**config.mk**
```make
export PLATFORM = sky130hd
export DESIGN_NAME = uart_tx_fifo_flat
export DESIGN_NICKNAME = d
export VERILOG_FILES = /design/src/rtl/uart_tx_fifo_if.sv /design/src/rtl/uart_tx_fifo.sv /design/src/flat_wrapper.sv
export SDC_FILE = /design/constraint.sdc
export NUM_CORES = 1
export LEC_CHECK = 0
export ABC_AREA = 0
export ABC_CLOCK_PERIOD_IN_PS = 2300
export CELL_PAD_IN_SITES_DETAIL_PLACEMENT = 0
export CELL_PAD_IN_SITES_GLOBAL_PLACEMENT = 1
export CORE_MARGIN = 1
export CORE_UTILIZATION = 50
export DETAILED_ROUTE_END_ITERATION = 8
export DONT_BUFFER_PORTS = 1
export HOLD_SLACK_MARGIN = 0.02
export PLACE_DENSITY = 0.79
export SYNTH_ARGS = -nofsm -noshare
export SYNTH_HDL_FRONTEND = slang
export SYNTH_SLANG_ARGS = --single-unit
```
**constraint.sdc**
```tcl
create_clock -name clk -period 2.3 [get_ports clk]
set_input_delay 0.69 -clock clk [delete_from_list [all_inputs] [get_ports clk]]
set_output_delay 0.69 -clock clk [all_outputs]
set_load 0.005 [all_outputs]
```
**src/rtl/uart_tx_fifo_if.sv**
```systemverilog
// Producer/transmitter-side signal bundle for uart_tx_fifo.
// The master side pushes bytes and returns Tx_done; the slave side is the FIFO itself.
interface uart_tx_fifo_if #(
  parameter int ADDR_W = 4,
  parameter int DATA_W = 8
);
  logic              wr_en;
  logic [DATA_W-1:0] wr_data;
  logic              full;
  logic              empty;
  logic [ADDR_W:0]   count;
  logic              overflow;
  logic              clr_ovf;
  logic [DATA_W-1:0] tx_data;
  logic              tx_go;
  logic              tx_done;
  logic              busy;

  modport master (
    output wr_en, wr_data, clr_ovf, tx_done,
    input  full, empty, count, overflow, tx_data, tx_go, busy
  );

  modport slave (
    input  wr_en, wr_data, clr_ovf, tx_done,
    output full, empty, count, overflow, tx_data, tx_go, busy
  );
endinterface

```
**src/rtl/uart_tx_fifo.sv**
```systemverilog
// Byte queue in front of uart_byte_tx: buffers pushes at clock rate and releases
// one byte per Send_Go/Tx_done handshake, with a one-cycle gap between bytes.
module uart_tx_fifo #(
  parameter int ADDR_W = 4,
  parameter int DATA_W = 8
) (
  input  logic           clk,
  input  logic           reset,
  uart_tx_fifo_if.slave  bus
);

  localparam int            DEPTH     = 2 ** ADDR_W;
  localparam logic [ADDR_W:0]   DEPTH_C = (ADDR_W + 1)'(DEPTH);
  localparam logic [ADDR_W:0]   CNT_ONE = (ADDR_W + 1)'(1);
  localparam logic [ADDR_W-1:0] PTR_ONE = ADDR_W'(1);

  localparam logic [1:0] IDLE = 2'd0;
  localparam logic [1:0] SEND = 2'd1;
  localparam logic [1:0] GAP  = 2'd2;

  logic [1:0]        state;
  logic [DATA_W-1:0] mem [DEPTH];
  logic [ADDR_W-1:0] wr_ptr;
  logic [ADDR_W-1:0] rd_ptr;
  logic [ADDR_W:0]   count;
  logic [DATA_W-1:0] tx_data;
  logic              tx_go;
  logic              overflow;
  logic              full;
  logic              empty;
  logic              push;
  logic              drop;
  logic              pop;

  // full/empty come from the registered count, so a push while full is
  // dropped even when the sequencer pops on the same edge.
  assign full  = (count == DEPTH_C);
  assign empty = (count == '0);
  assign push  = bus.wr_en & ~full;
  assign drop  = bus.wr_en & full;
  assign pop   = (state == IDLE) & ~empty;

  assign bus.full     = full;
  assign bus.empty    = empty;
  assign bus.count    = count;
  assign bus.overflow = overflow;
  assign bus.tx_data  = tx_data;
  assign bus.tx_go    = tx_go;
  assign bus.busy     = (state != IDLE) | ~empty;

  always_ff @(posedge clk) begin
    if (push) begin
      mem[wr_ptr] <= bus.wr_data;
    end
  end

  always_ff @(posedge clk or posedge reset) begin
    if (reset) begin
      wr_ptr   <= '0;
      count    <= '0;
      overflow <= 1'b0;
    end else begin
      if (push) begin
        wr_ptr <= wr_ptr + PTR_ONE;
      end
      case ({push, pop})
        2'b10:   count <= count + CNT_ONE;
        2'b01:   count <= count - CNT_ONE;
        default: count <= count;
      endcase
      // A dropped push outranks a simultaneous clear.
      if (drop) begin
        overflow <= 1'b1;
      end else if (bus.clr_ovf) begin
        overflow <= 1'b0;
      end
    end
  end

  always_ff @(posedge clk or posedge reset) begin
    if (reset) begin
      state   <= IDLE;
      rd_ptr  <= '0;
      tx_data <= '0;
      tx_go   <= 1'b0;
    end else begin
      case (state)
        IDLE: begin
          if (pop) begin
            tx_data <= mem[rd_ptr];
            rd_ptr  <= rd_ptr + PTR_ONE;
            tx_go   <= 1'b1;
            state   <= SEND;
          end
        end
        SEND: begin
          if (bus.tx_done) begin
            tx_go <= 1'b0;
            state <= GAP;
          end
        end
        // One dead cycle so the transmitter always sees Send_Go fall.
        GAP: begin
          tx_go <= 1'b0;
          state <= IDLE;
        end
        default: begin
          tx_go <= 1'b0;
          state <= IDLE;
        end
      endcase
    end
  end

endmodule

```
**src/flat_wrapper.sv**
```systemverilog
// flat-port wrapper written by rule: the top's interface ports become plain ports
module uart_tx_fifo_flat 
#(
  parameter int ADDR_W = 4,
  parameter int DATA_W = 8
)
  (clk, reset, bus_wr_en, bus_wr_data, bus_clr_ovf, bus_tx_done, bus_full, bus_empty, bus_count, bus_overflow, bus_tx_data, bus_tx_go, bus_busy);
  uart_tx_fifo_if #(.ADDR_W(ADDR_W), .DATA_W(DATA_W)) bus_i ();
  input  logic clk;
  input  logic reset;
  input wire logic [$bits(bus_i.wr_en)-1:0] bus_wr_en;
  input wire logic [$bits(bus_i.wr_data)-1:0] bus_wr_data;
  input wire logic [$bits(bus_i.clr_ovf)-1:0] bus_clr_ovf;
  input wire logic [$bits(bus_i.tx_done)-1:0] bus_tx_done;
  output wire logic [$bits(bus_i.full)-1:0] bus_full;
  output wire logic [$bits(bus_i.empty)-1:0] bus_empty;
  output wire logic [$bits(bus_i.count)-1:0] bus_count;
  output wire logic [$bits(bus_i.overflow)-1:0] bus_overflow;
  output wire logic [$bits(bus_i.tx_data)-1:0] bus_tx_data;
  output wire logic [$bits(bus_i.tx_go)-1:0] bus_tx_go;
  output wire logic [$bits(bus_i.busy)-1:0] bus_busy;
  assign bus_i.wr_en = bus_wr_en;
  assign bus_i.wr_data = bus_wr_data;
  assign bus_i.clr_ovf = bus_clr_ovf;
  assign bus_i.tx_done = bus_tx_done;
  assign bus_full = bus_i.full;
  assign bus_empty = bus_i.empty;
  assign bus_count = bus_i.count;
  assign bus_overflow = bus_i.overflow;
  assign bus_tx_data = bus_i.tx_data;
  assign bus_tx_go = bus_i.tx_go;
  assign bus_busy = bus_i.busy;
  uart_tx_fifo #(.ADDR_W(ADDR_W), .DATA_W(DATA_W)) u_core (.clk(clk), .reset(reset), .bus(bus_i));
endmodule
```
==> impl_metrics.env, run 1 <==
export IMPL_crit_arrival_ns=1.50
export IMPL_cp_slowest_stage_delay_ns=0.41
export IMPL_rr_startpoint="u_core.bus.count[3]"
export IMPL_cp_slowest_cell="dfrtp_1"
export IMPL_finalSetupViolCount=0
export IMPL_synth_edf_count=128
export IMPL_core_area_mm2=0.0122
export IMPL_numPortBuffers=0
export IMPL_relSlewSlack_pct=62.8
export IMPL_ant_nets=0
export IMPL_detail_route_wl_per_cell_um=21.0
export IMPL_period_minus_slack_ns=2.19
export IMPL_htreeDepth=4
export IMPL_dr_first_iter_drc_count=211
export IMPL_maxCapViolations=0
export IMPL_gp_congestion=0.825
export IMPL_clkSlewWorstSetupHoldPaths_ns=0.06
export IMPL_area_growth_synth_to_final_pct=15.4
export IMPL_synthCells=331
export IMPL_cts_tree="yes"
export IMPL_grt_max_degree=35
export IMPL_row_count=40
export IMPL_yosys_warnings=0
export IMPL_die_x_um=114
export IMPL_ys_seq_elements=153
export IMPL_maxSlewViolCount=0
export IMPL_syn_num_nets=353
export IMPL_die_height_um=114
export IMPL_cp_top_family="simple AND/OR/NAND/NOR gates"
export IMPL_busiest_layer="met2"
export IMPL_status="finished, final reports clean"
export IMPL_worst_path_max_fanout=3
export IMPL_crit_buf_inv=2
export IMPL_use_met2_pct=33.1
export IMPL_grt_pass1_vias=3087
export IMPL_root_buffer="clkbuf_16"
export IMPL_insertion_delay_ns=0.42
export IMPL_grt_use_met1_pct=23.9
export IMPL_clock_sinks=153
export IMPL_synth_area_top_cells="edfxtp_1 (61%), mux4_1 (12%), dfrtp_1 (9.9%), mux2i_1 (2.5%), ha_1 (1.8%)"
export IMPL_dp_cells=519
export IMPL_fin_nets=392
export IMPL_rsz0062_at_grt="yes"
export IMPL_track_usage_pct=19.6
export IMPL_fin_util_pct=59.8
export IMPL_diodes=0
export IMPL_path_class="flop to output pin"
export IMPL_dr_pass1_iters=4
export IMPL_met3_usage_pct=4.71
export IMPL_ioPinCount=31
export IMPL_drt_total_wl_um=11600
export IMPL_worst_pin_slew_ns=0.558
export IMPL_grt_pass1_wl_um=17500
export IMPL_syn_area_per_cell_um2=19.0
export IMPL_layout_drive_gt1_share_pct=20.1
export IMPL_max_freq_ghz=0.456
export IMPL_reg2regPathDepth=10
export IMPL_setup_tns_ns=0
export IMPL_synth_seq_area_share_pct=70.9
export IMPL_netlist_area_mm2=0.00630
export IMPL_startpoint_type="flop"
export IMPL_grt_overflow=0
export IMPL_yosysTopAreaCellShare_pct=61.0
export IMPL_reg2reg_slack_ns=0.12
export IMPL_dp_hpwl_um=7260
export IMPL_antenna_found_initial=0
export IMPL_hp_class="primary input to async pin"
export IMPL_synth_cell_types=40
export IMPL_ir_worst_vdd_mv=0.720
export IMPL_cp_end_kind="output pin"
export IMPL_worstReg2RegEnd="u_core.bus.count[4]"
export IMPL_power_leakage_nw=2.66
export IMPL_period_share_pct=95.3
export IMPL_viasPerCell=5.53
export IMPL_finalHoldViolCount=0
export IMPL_dieArea_mm2=0.0131
export IMPL_via_count=3047
export IMPL_async_flop_share_pct=16.3
export IMPL_numCtsBuffers=17
export IMPL_cp_cell_sequence="nor4_4 > buf_4 > nand2_4 > inv_4 > nand2_2"
export IMPL_power_mw=8.73
export IMPL_netlist_top_cell_by_area="edfxtp_1"
export IMPL_initial_core_util_pct=51.8
export IMPL_postCtsSetupRepairBufs=0
export IMPL_powerDensity_mw_per_mm2=1200
export IMPL_synth_flop_cell="edfxtp_1"
export IMPL_cts_buffer_depth=2
export IMPL_finalNonFillerCells=551
export IMPL_drc=0
export IMPL_critPathRequiredTime_ns=1.61
export IMPL_hold_buffers=0
export IMPL_fin_hold_ws_ns=0.223
export IMPL_fin_worst_skew_ns=0.00671
## flip-flops by register name, indices dropped and copies added, names as in the netlist
name / flops
u_core.bus.overflow: 1
u_core.bus.count: 5
u_core.bus.tx_data: 8
u_core.bus.tx_go: 1
u_core.state: 2
u_core.mem: 128
u_core.wr_ptr: 4
u_core.rd_ptr: 4
## through the flow
stage	area [um2]	setup WS, ns
2_1_floorplan	6340	-0.151
6_report	7270	0.109
3_3_place_gp	6710	0.117
4_1_cts	7260	0.0106
5_1_grt	7270	-0.00546
3_5_place_dp	6710	0.0868
## worst max path at each step
stage | cells after the start | endpoint | slack [ns] | startpoint
CTS | 5 | bus_busy | 0.01 | u_core.bus.count[0]
floorplan | 12 | u_core.bus.count[4] | -0.15 | u_core.bus.count[2]
finish | 5 | bus_busy | 0.11 | u_core.bus.count[3]
global route | 10 | u_core.bus.count[4] | -0.005 | u_core.bus.count[3]
global placement | 9 | u_core.bus.count[4] | 0.12 | bus_wr_en
detailed placement | 11 | u_core.bus.count[4] | 0.09 | u_core.bus.count[0]
## cells in the final DEF (no fill, tap or decap), types with 5 or more instances in the layout
master     instances
mux2i_1           16
dfrtp_1           25
clkbuf_1           6
buf_4             36
o221ai_1           8
nor2_1            16
inv_1              6
nand2b_1           5
xnor2_1            7
ha_1               7
edfxtp_1         128
clkbuf_16         17
mux4_1            28
nand2_1           22
## synth_stat cells (3+ instances only)
cell type / instances
xnor2_1: 7
o21ai_0: 4
inv_1: 8
nor2_1: 16
o221ai_1: 8
buf_4: 4
edfxtp_1: 128
mux2i_1: 16
buf_2: 5
nand2b_1: 5
dfrtp_1: 25
clkbuf_1: 3
nor3_1: 4
ha_1: 9
nand2_1: 24
xor2_1: 3
mux4_2: 4
mux4_1: 28
a21oi_1: 4
## power breakdown
group	internal [mW]	total (mW)	switching [mW]
combinational	1.17	2.40	1.23
sequential	3.45	3.76	0.302
clock	1.59	2.58	0.994
## worst reg2reg max path, stage by stage, from the launching register on
cell     delay [ns]
dfrtp_1        0.41
nor4_4         0.31
a211o_1        0.19
inv_2          0.06
ha_4           0.17
xor2_1         0.14
ha_2           0.19
o211a_1        0.21
o31ai_1        0.18
a31oi_1        0.08
xnor2_1        0.13
## final cells by class
type / count / area, um2
fillers: 885 / 4890
flip-flops and latches: 153 / 4470
multi-input cells: 151 / 1700
clock buffers: 23 / 448
repair buffers: 38 / 310
well taps: 168 / 210
clock inverters: 9 / 101
inverters: 9 / 36.3
## cell families after synthesis
family | Yosys count | synth area share [%]
flops | 153 | 70.9
simple gates | 57 | 4.33
mux | 49 | 15.8
buf+inv | 27 | 2.70
compound gates | 26 | 3.08
xor+xnor | 10 | 1.39
fa+ha+maj | 9 | 1.79
## routing by layer
layer	part of all wire, %	vias up
li1	-	1408
met1	41	1529
met2	51	90
met3	5.3	20
met4	2.2	0
met5	0	-
## timing repair
action / CTS / global route
setup endpoints to repair: 0 / 4
endpoints found under the hold margin: 0 / 0
resized for setup: 0 / 6
(Power assumes the default switching activity.)
==> run 2: changes to the inputs <==
--- a/config.mk
+++ b/config.mk
@@ -6,15 +6,15 @@
 export NUM_CORES = 1
 export LEC_CHECK = 0
 export ABC_AREA = 0
-export ABC_CLOCK_PERIOD_IN_PS = 2300
+export ABC_CLOCK_PERIOD_IN_PS = 2350
 export CELL_PAD_IN_SITES_DETAIL_PLACEMENT = 0
 export CELL_PAD_IN_SITES_GLOBAL_PLACEMENT = 1
 export CORE_MARGIN = 1
-export CORE_UTILIZATION = 50
+export CORE_UTILIZATION = 55
 export DETAILED_ROUTE_END_ITERATION = 8
 export DONT_BUFFER_PORTS = 1
 export HOLD_SLACK_MARGIN = 0.02
-export PLACE_DENSITY = 0.79
+export PLACE_DENSITY = 0.82
 export SYNTH_ARGS = -nofsm -noshare
 export SYNTH_HDL_FRONTEND = slang
 export SYNTH_SLANG_ARGS = --single-unit
==> constraint.sdc (replaced) <==
create_clock -name clk -period 2.35 [get_ports clk]
set_input_delay 0.705 -clock clk [delete_from_list [all_inputs] [get_ports clk]]
set_output_delay 0.705 -clock clk [all_outputs]
set_load 0.005 [all_outputs]
==> run 2 against run 1 <==
Effect of this change: core utilization grew 5.8 points; cell count is 6.0% lower; wire length is 1.5% lower; total power is 1.5% lower; setup slack improved by 0.0034 ns; clock power rose by 3%; global-route usage up 2.0 points; die area down 8.9%; register-to-register slack hardly changed; via count barely moved; combinational power is 4% lower; sequential cell count unchanged; critical endpoint is now u_core.bus.count[4]; largest cell class unchanged; highest routed layer unchanged.
==> impl_metrics.env, run 2 (synthesized netlist as in run 1, its figures left out) <==
export IMPL_status="finished, final reports clean"
export IMPL_max_freq_ghz=0.447
export IMPL_htreeDepth=4
export IMPL_cts_tree="yes"
export IMPL_period_minus_slack_ns=2.24
export IMPL_cp_top_family="compound AO/OA/AOI/OAI gates"
export IMPL_startpoint_type="flop"
export IMPL_powerDensity_mw_per_mm2=1190
export IMPL_detail_route_wl_per_cell_um=22.0
export IMPL_finalSetupViolCount=0
export IMPL_dr_first_iter_drc_count=198
export IMPL_finalHoldViolCount=0
export IMPL_ant_nets=0
export IMPL_power_mw=8.60
export IMPL_worst_path_max_fanout=6
export IMPL_hp_class="primary input to async pin"
export IMPL_grt_overflow=0
export IMPL_relSlewSlack_pct=69.4
export IMPL_via_count=3049
export IMPL_cts_buffer_depth=2
export IMPL_diodes=0
export IMPL_viasPerCell=5.89
export IMPL_crit_buf_inv=1
export IMPL_top_regs="u_core.mem (128), u_core.bus.tx_data (8), u_core.bus.count (5)"
export IMPL_ioPinCount=31
export IMPL_largest_register_ff_count=128
export IMPL_root_buffer="clkbuf_16"
export IMPL_crit_arrival_ns=2.53
export IMPL_antenna_found_initial=0
export IMPL_layout_commonest_cell="edfxtp_1"
export IMPL_fin_nets=387
export IMPL_numCtsBuffers=17
export IMPL_rsz0062_at_grt="no"
export IMPL_worstSetupStartpoint="u_core.bus.count[0]"
export IMPL_power_leakage_nw=2.62
export IMPL_final_cell_mix="edfxtp_1 (128), buf_4 (32), mux4_1 (28)"
export IMPL_finalNonFillerCells=518
export IMPL_rr_startpoint="u_core.bus.count[0]"
export IMPL_dp_cells=486
export IMPL_gp_congestion=0.787
export IMPL_initial_core_util_pct=57.4
export IMPL_area_growth_synth_to_final_pct=14.3
export IMPL_period_share_pct=95.2
export IMPL_hold_buffers=0
export IMPL_ir_worst_vdd_mv=0.921
export IMPL_clock_sinks=153
export IMPL_drt_total_wl_um=11400
export IMPL_track_usage_pct=21.6
export IMPL_die_x_um=109
export IMPL_grt_pass1_vias=3202
export IMPL_cp_slowest_stage_delay_ns=0.40
export IMPL_fin_worst_skew_ns=0.00865
export IMPL_setup_tns_ns=0
export IMPL_post_place_ws_ns=0.0774
export IMPL_fin_hold_ws_ns=0.240
export IMPL_cp_end_kind="flop"
export IMPL_insertion_delay_ns=0.42
export IMPL_dr_pass1_iters=4
export IMPL_die_height_um=109
export IMPL_clkSlewWorstSetupHoldPaths_ns=0.06
export IMPL_row_count=38
export IMPL_cp_cell_sequence="nor4_4 > a211o_1 > inv_2 > ha_4 > xor2_1 > ha_2 > o211a_1 > o31ai_1 > a31oi_1 > xnor2_1"
export IMPL_setup_ws_ns=0.112
export IMPL_critPathRequiredTime_ns=2.64
export IMPL_layout_drive_gt1_share_pct=20.1
export IMPL_largest_register="u_core.mem"
export IMPL_maxSlewViolCount=0
export IMPL_dieArea_mm2=0.0119
export IMPL_core_area_mm2=0.0110
export IMPL_grt_max_degree=35
export IMPL_path_class="flop to flop"
export IMPL_grt_pass1_wl_um=17800
export IMPL_worst_pin_slew_ns=0.459
export IMPL_numPortBuffers=0
export IMPL_dp_hpwl_um=6980
export IMPL_cp_slowest_cell="dfrtp_1"
export IMPL_maxCapViolations=0
export IMPL_drc=0
[run 2: cell count changes in the layout (fill, tap and decap cells not counted), sizes merged]
| cell | delta |
|---|---|
| clkbuf | -5 |
| inv | +9 |
| clkinvlp | +3 |
| buf | -5 |
| clkinv | -6 |
| bufinv | -1 |
[run 2: path summary, 6_finish.rpt]
kind | to | slack [ns] | cells past startpoint
min in group clk | u_core.mem[4][0] | 0.38 | 0
max | u_core.bus.count[4] | 0.11 | 10
max reg2reg | u_core.bus.count[4] | 0.11 | 10
max in group asynchronous | u_core.wr_ptr[0] | 1.84 | 2
min | u_core.bus.tx_data[4] | 0.24 | 2
min reg2reg | u_core.bus.tx_go | 0.51 | 1
[run 2: timing repair]
| item | in CTS | in global routing |
|---|---|---|
| buffers inserted | 0 | 0 |
| gates resized for setup | 0 | 2 |
| setup endpoints to repair | 0 | 2 |
| hold endpoints to repair | 0 | 0 |
[run 2: metrics by stage]
| stage | utilization (%) | instance area, um2 |
|---|---|---|
| 2_1_floorplan | - | 6340 |
| 3_3_place_gp | 60.3 | 6630 |
| 3_5_place_dp | 60.3 | 6630 |
| 4_1_cts | 65.6 | 7210 |
| 5_1_grt | 65.6 | 7210 |
| 6_report | 65.6 | 7210 |
[run 2: worst register-to-register path: stages, from the launching register on]
cell	delay, ns
dfrtp_1	0.40
nor4_4	0.29
a211o_1	0.19
inv_2	0.05
ha_4	0.18
xor2_1	0.14
ha_2	0.18
o211a_1	0.21
o31ai_1	0.23
a31oi_1	0.09
xnor2_1	0.15
[run 2: final cells by class]
cell class                 count  area (um2)
sequential                   153        4470
fill                         696        3780
multi-input combinational    151        1690
clock buffer                  18         429
timing repair buffer          33         260
tap                          140         175
clock inverter                14         153
inverter                       9        33.8
[run 2: layer usage]
layer | track usage [%] | vias to the layer above | wire length [um]
met3 | 5.32 | 20 | 593
met2 | 36.0 | 80 | 5810
li1 | - | 1395 | -
met4 | 8.78 | 0 | 221
met1 | 27.2 | 1554 | 4750
met5 | 0 | - | 0
[run 2: where the power goes]
group / switching, mW / internal (mW)
Sequential: 0.258 / 3.38
Clock: 1.15 / 1.51
Combinational: 1.20 / 1.10
==> run 3: changes to the inputs <==
--- a/config.mk
+++ b/config.mk
@@ -13,8 +13,10 @@
 export CORE_UTILIZATION = 55
 export DETAILED_ROUTE_END_ITERATION = 8
 export DONT_BUFFER_PORTS = 1
+export GPL_TIMING_DRIVEN = 0
 export HOLD_SLACK_MARGIN = 0.02
 export PLACE_DENSITY = 0.82
+export SKIP_CTS_REPAIR_TIMING = 1
 export SYNTH_ARGS = -nofsm -noshare
 export SYNTH_HDL_FRONTEND = slang
 export SYNTH_SLANG_ARGS = --single-unit
==> run 3 against run 2 <==
Effect of this change: the run now ends with negative setup slack left; highest routed layer unchanged; register-to-register slack worse by 0.27 ns; core utilization rose by 0.39 points; via count is 0.66% higher; clock power shrank 3%; die area unchanged; sequential share of layout area decreased by 0.35 points.
==> impl_metrics.env, run 3 (synthesized netlist as in run 1, its figures left out) <==
export IMPL_clkSlewWorstSetupHoldPaths_ns=0.06
export IMPL_period_minus_slack_ns=2.51
export IMPL_cts_tree="yes"
export IMPL_maxSlewViolCount=0
export IMPL_maxCapViolations=0
export IMPL_numPortBuffers=0
export IMPL_path_class="flop to flop"
export IMPL_top_regs="u_core.mem (128), u_core.bus.tx_data (8), u_core.bus.count (5)"
export IMPL_rr_startpoint="u_core.bus.count[1]"
export IMPL_grt_pass1_wl_um=17000
export IMPL_layout_commonest_cell="edfxtp_1"
export IMPL_reg2reg_slack_ns=-0.16
export IMPL_critPathRequiredTime_ns=2.65
export IMPL_finalHoldViolCount=0
export IMPL_row_count=38
export IMPL_grt_max_degree=26
export IMPL_track_usage_pct=21.2
export IMPL_fin_worst_skew_ns=0.0164
export IMPL_cts_buffer_depth=2
export IMPL_crit_arrival_ns=2.81
export IMPL_largest_register_ff_count=128
export IMPL_via_count=3069
export IMPL_startpoint_type="flop"
export IMPL_die_x_um=109
export IMPL_min_to="u_core.mem[9][6]"
export IMPL_worstReg2RegEnd="u_core.bus.count[4]"
export IMPL_fillers=695
export IMPL_antenna_found_initial=0
export IMPL_drc=0
export IMPL_core_area_mm2=0.0110
export IMPL_largest_register="u_core.mem"
export IMPL_period_share_pct=107
export IMPL_insertion_delay_ns=0.42
export IMPL_viasPerCell=5.96
export IMPL_numCtsBuffers=17
export IMPL_finalSetupViolCount=3
export IMPL_root_buffer="clkbuf_16"
export IMPL_dr_first_iter_drc_count=199
export IMPL_rsz0062_at_grt="yes"
export IMPL_initial_core_util_pct=57.4
export IMPL_area_growth_synth_to_final_pct=15.0
export IMPL_grt_pass1_vias=3059
export IMPL_clock_sinks=153
export IMPL_die_height_um=109
export IMPL_relSlewSlack_pct=34.7
export IMPL_layout_drive_gt1_share_pct=21.3
export IMPL_ant_nets=0
export IMPL_status="finished with violations"
export IMPL_dr_pass1_iters=4
export IMPL_detail_route_wl_per_cell_um=22.2
export IMPL_worst_pin_slew_ns=0.978
export IMPL_grt_overflow=0
export IMPL_gp_congestion=0.748
export IMPL_worst_path_max_fanout=7
export IMPL_min_from="bus_wr_data[6]"
export IMPL_power_leakage_nw=2.61
export IMPL_dieArea_mm2=0.0119
export IMPL_max_freq_ghz=0.398
export IMPL_setup_ws_ns=-0.161
export IMPL_htreeDepth=4
export IMPL_cp_end_kind="flop"
export IMPL_ioPinCount=31
export IMPL_holdPathStages=0
export IMPL_post_place_ws_ns=-0.336
export IMPL_fin_nets=384
export IMPL_power_mw=8.74
export IMPL_reg2regPathDepth=12
export IMPL_powerDensity_mw_per_mm2=1210
export IMPL_hp_class="primary input to flop"
export IMPL_dp_hpwl_um=7000
export IMPL_ir_worst_vdd_mv=0.947
export IMPL_drt_total_wl_um=11400
export IMPL_diodes=0
export IMPL_final_cell_mix="edfxtp_1 (128), mux4_1 (28), dfrtp_1 (24)"
export IMPL_violations="negative setup slack"
run 3: cell count changes in the layout (fill, tap and decap cells not counted), sizes merged:
cell    change
bufinv      +1
inv         -8
buf         -5
clkinv      +5
clkbuf      +4
run 3: metrics by stage:
stage	util, %	hold WS (ns)	TNS, ns	cells	area [um2]
5_1_grt	66.0	0.356	-0.803	515	7250
6_report	66.0	0.374	-0.249	515	7250
3_5_place_dp	59.3	0.490	-7.24	471	6520
3_3_place_gp	59.3	0.483	-9.91	471	6510
4_1_cts	64.4	0.362	-5.21	503	7080
2_1_floorplan	-	0.456	-0.101	331	6340
run 3: how the worst max path moves through the flow:
stage,from,endpoint,slack (ns)
global route,u_core.bus.count[1],u_core.bus.count[4],-0.27
detailed placement,bus_wr_en,u_core.mem[0][0],-0.34
floorplan,u_core.bus.count[2],u_core.bus.count[4],-0.10
finish,u_core.bus.count[1],u_core.bus.count[4],-0.16
global placement,bus_wr_en,u_core.mem[3][3],-0.37
CTS,u_core.bus.count[2],u_core.bus.count[4],-0.33
run 3: power breakdown:
| group | switching, mW | internal (mW) |
|---|---|---|
| logic | 1.34 | 1.21 |
| clock network | 1.02 | 1.55 |
| registers | 0.239 | 3.39 |
run 3: critical path, stage by stage (launching register included):
cell	delay [ns]
dfrtp_1	0.40
buf_6	0.15
nor4_4	0.31
a211o_1	0.24
inv_4	0.06
ha_4	0.15
buf_6	0.12
xor2_2	0.14
ha_2	0.19
o211a_1	0.20
o31ai_1	0.20
a31oi_1	0.09
xnor2_1	0.13
run 3: final cells by class:
| class | count | area [um2] | area share (%) |
|---|---|---|---|
| multi-input cells | 151 | 1760 | 24.3 |
| clock inverters | 12 | 125 | 1.73 |
| repair buffers | 13 | 97.6 | 1.35 |
| flip-flops and latches | 153 | 4470 | 61.7 |
| inverters | 9 | 38.8 | 0.535 |
| clock buffers | 20 | 437 | 6.02 |
| well taps | 140 | 175 | 2.42 |
| plain buffers | 17 | 146 | 2.02 |
run 3: per-layer routing:
layer | track usage, % | share of wire [%] | up-vias
li1 | - | - | 1391
met1 | 26.3 | 43 | 1572
met2 | 34.3 | 50 | 94
met3 | 7.77 | 5.2 | 12
met4 | 7.63 | 1.2 | 0
met5 | 0 | 0 | -
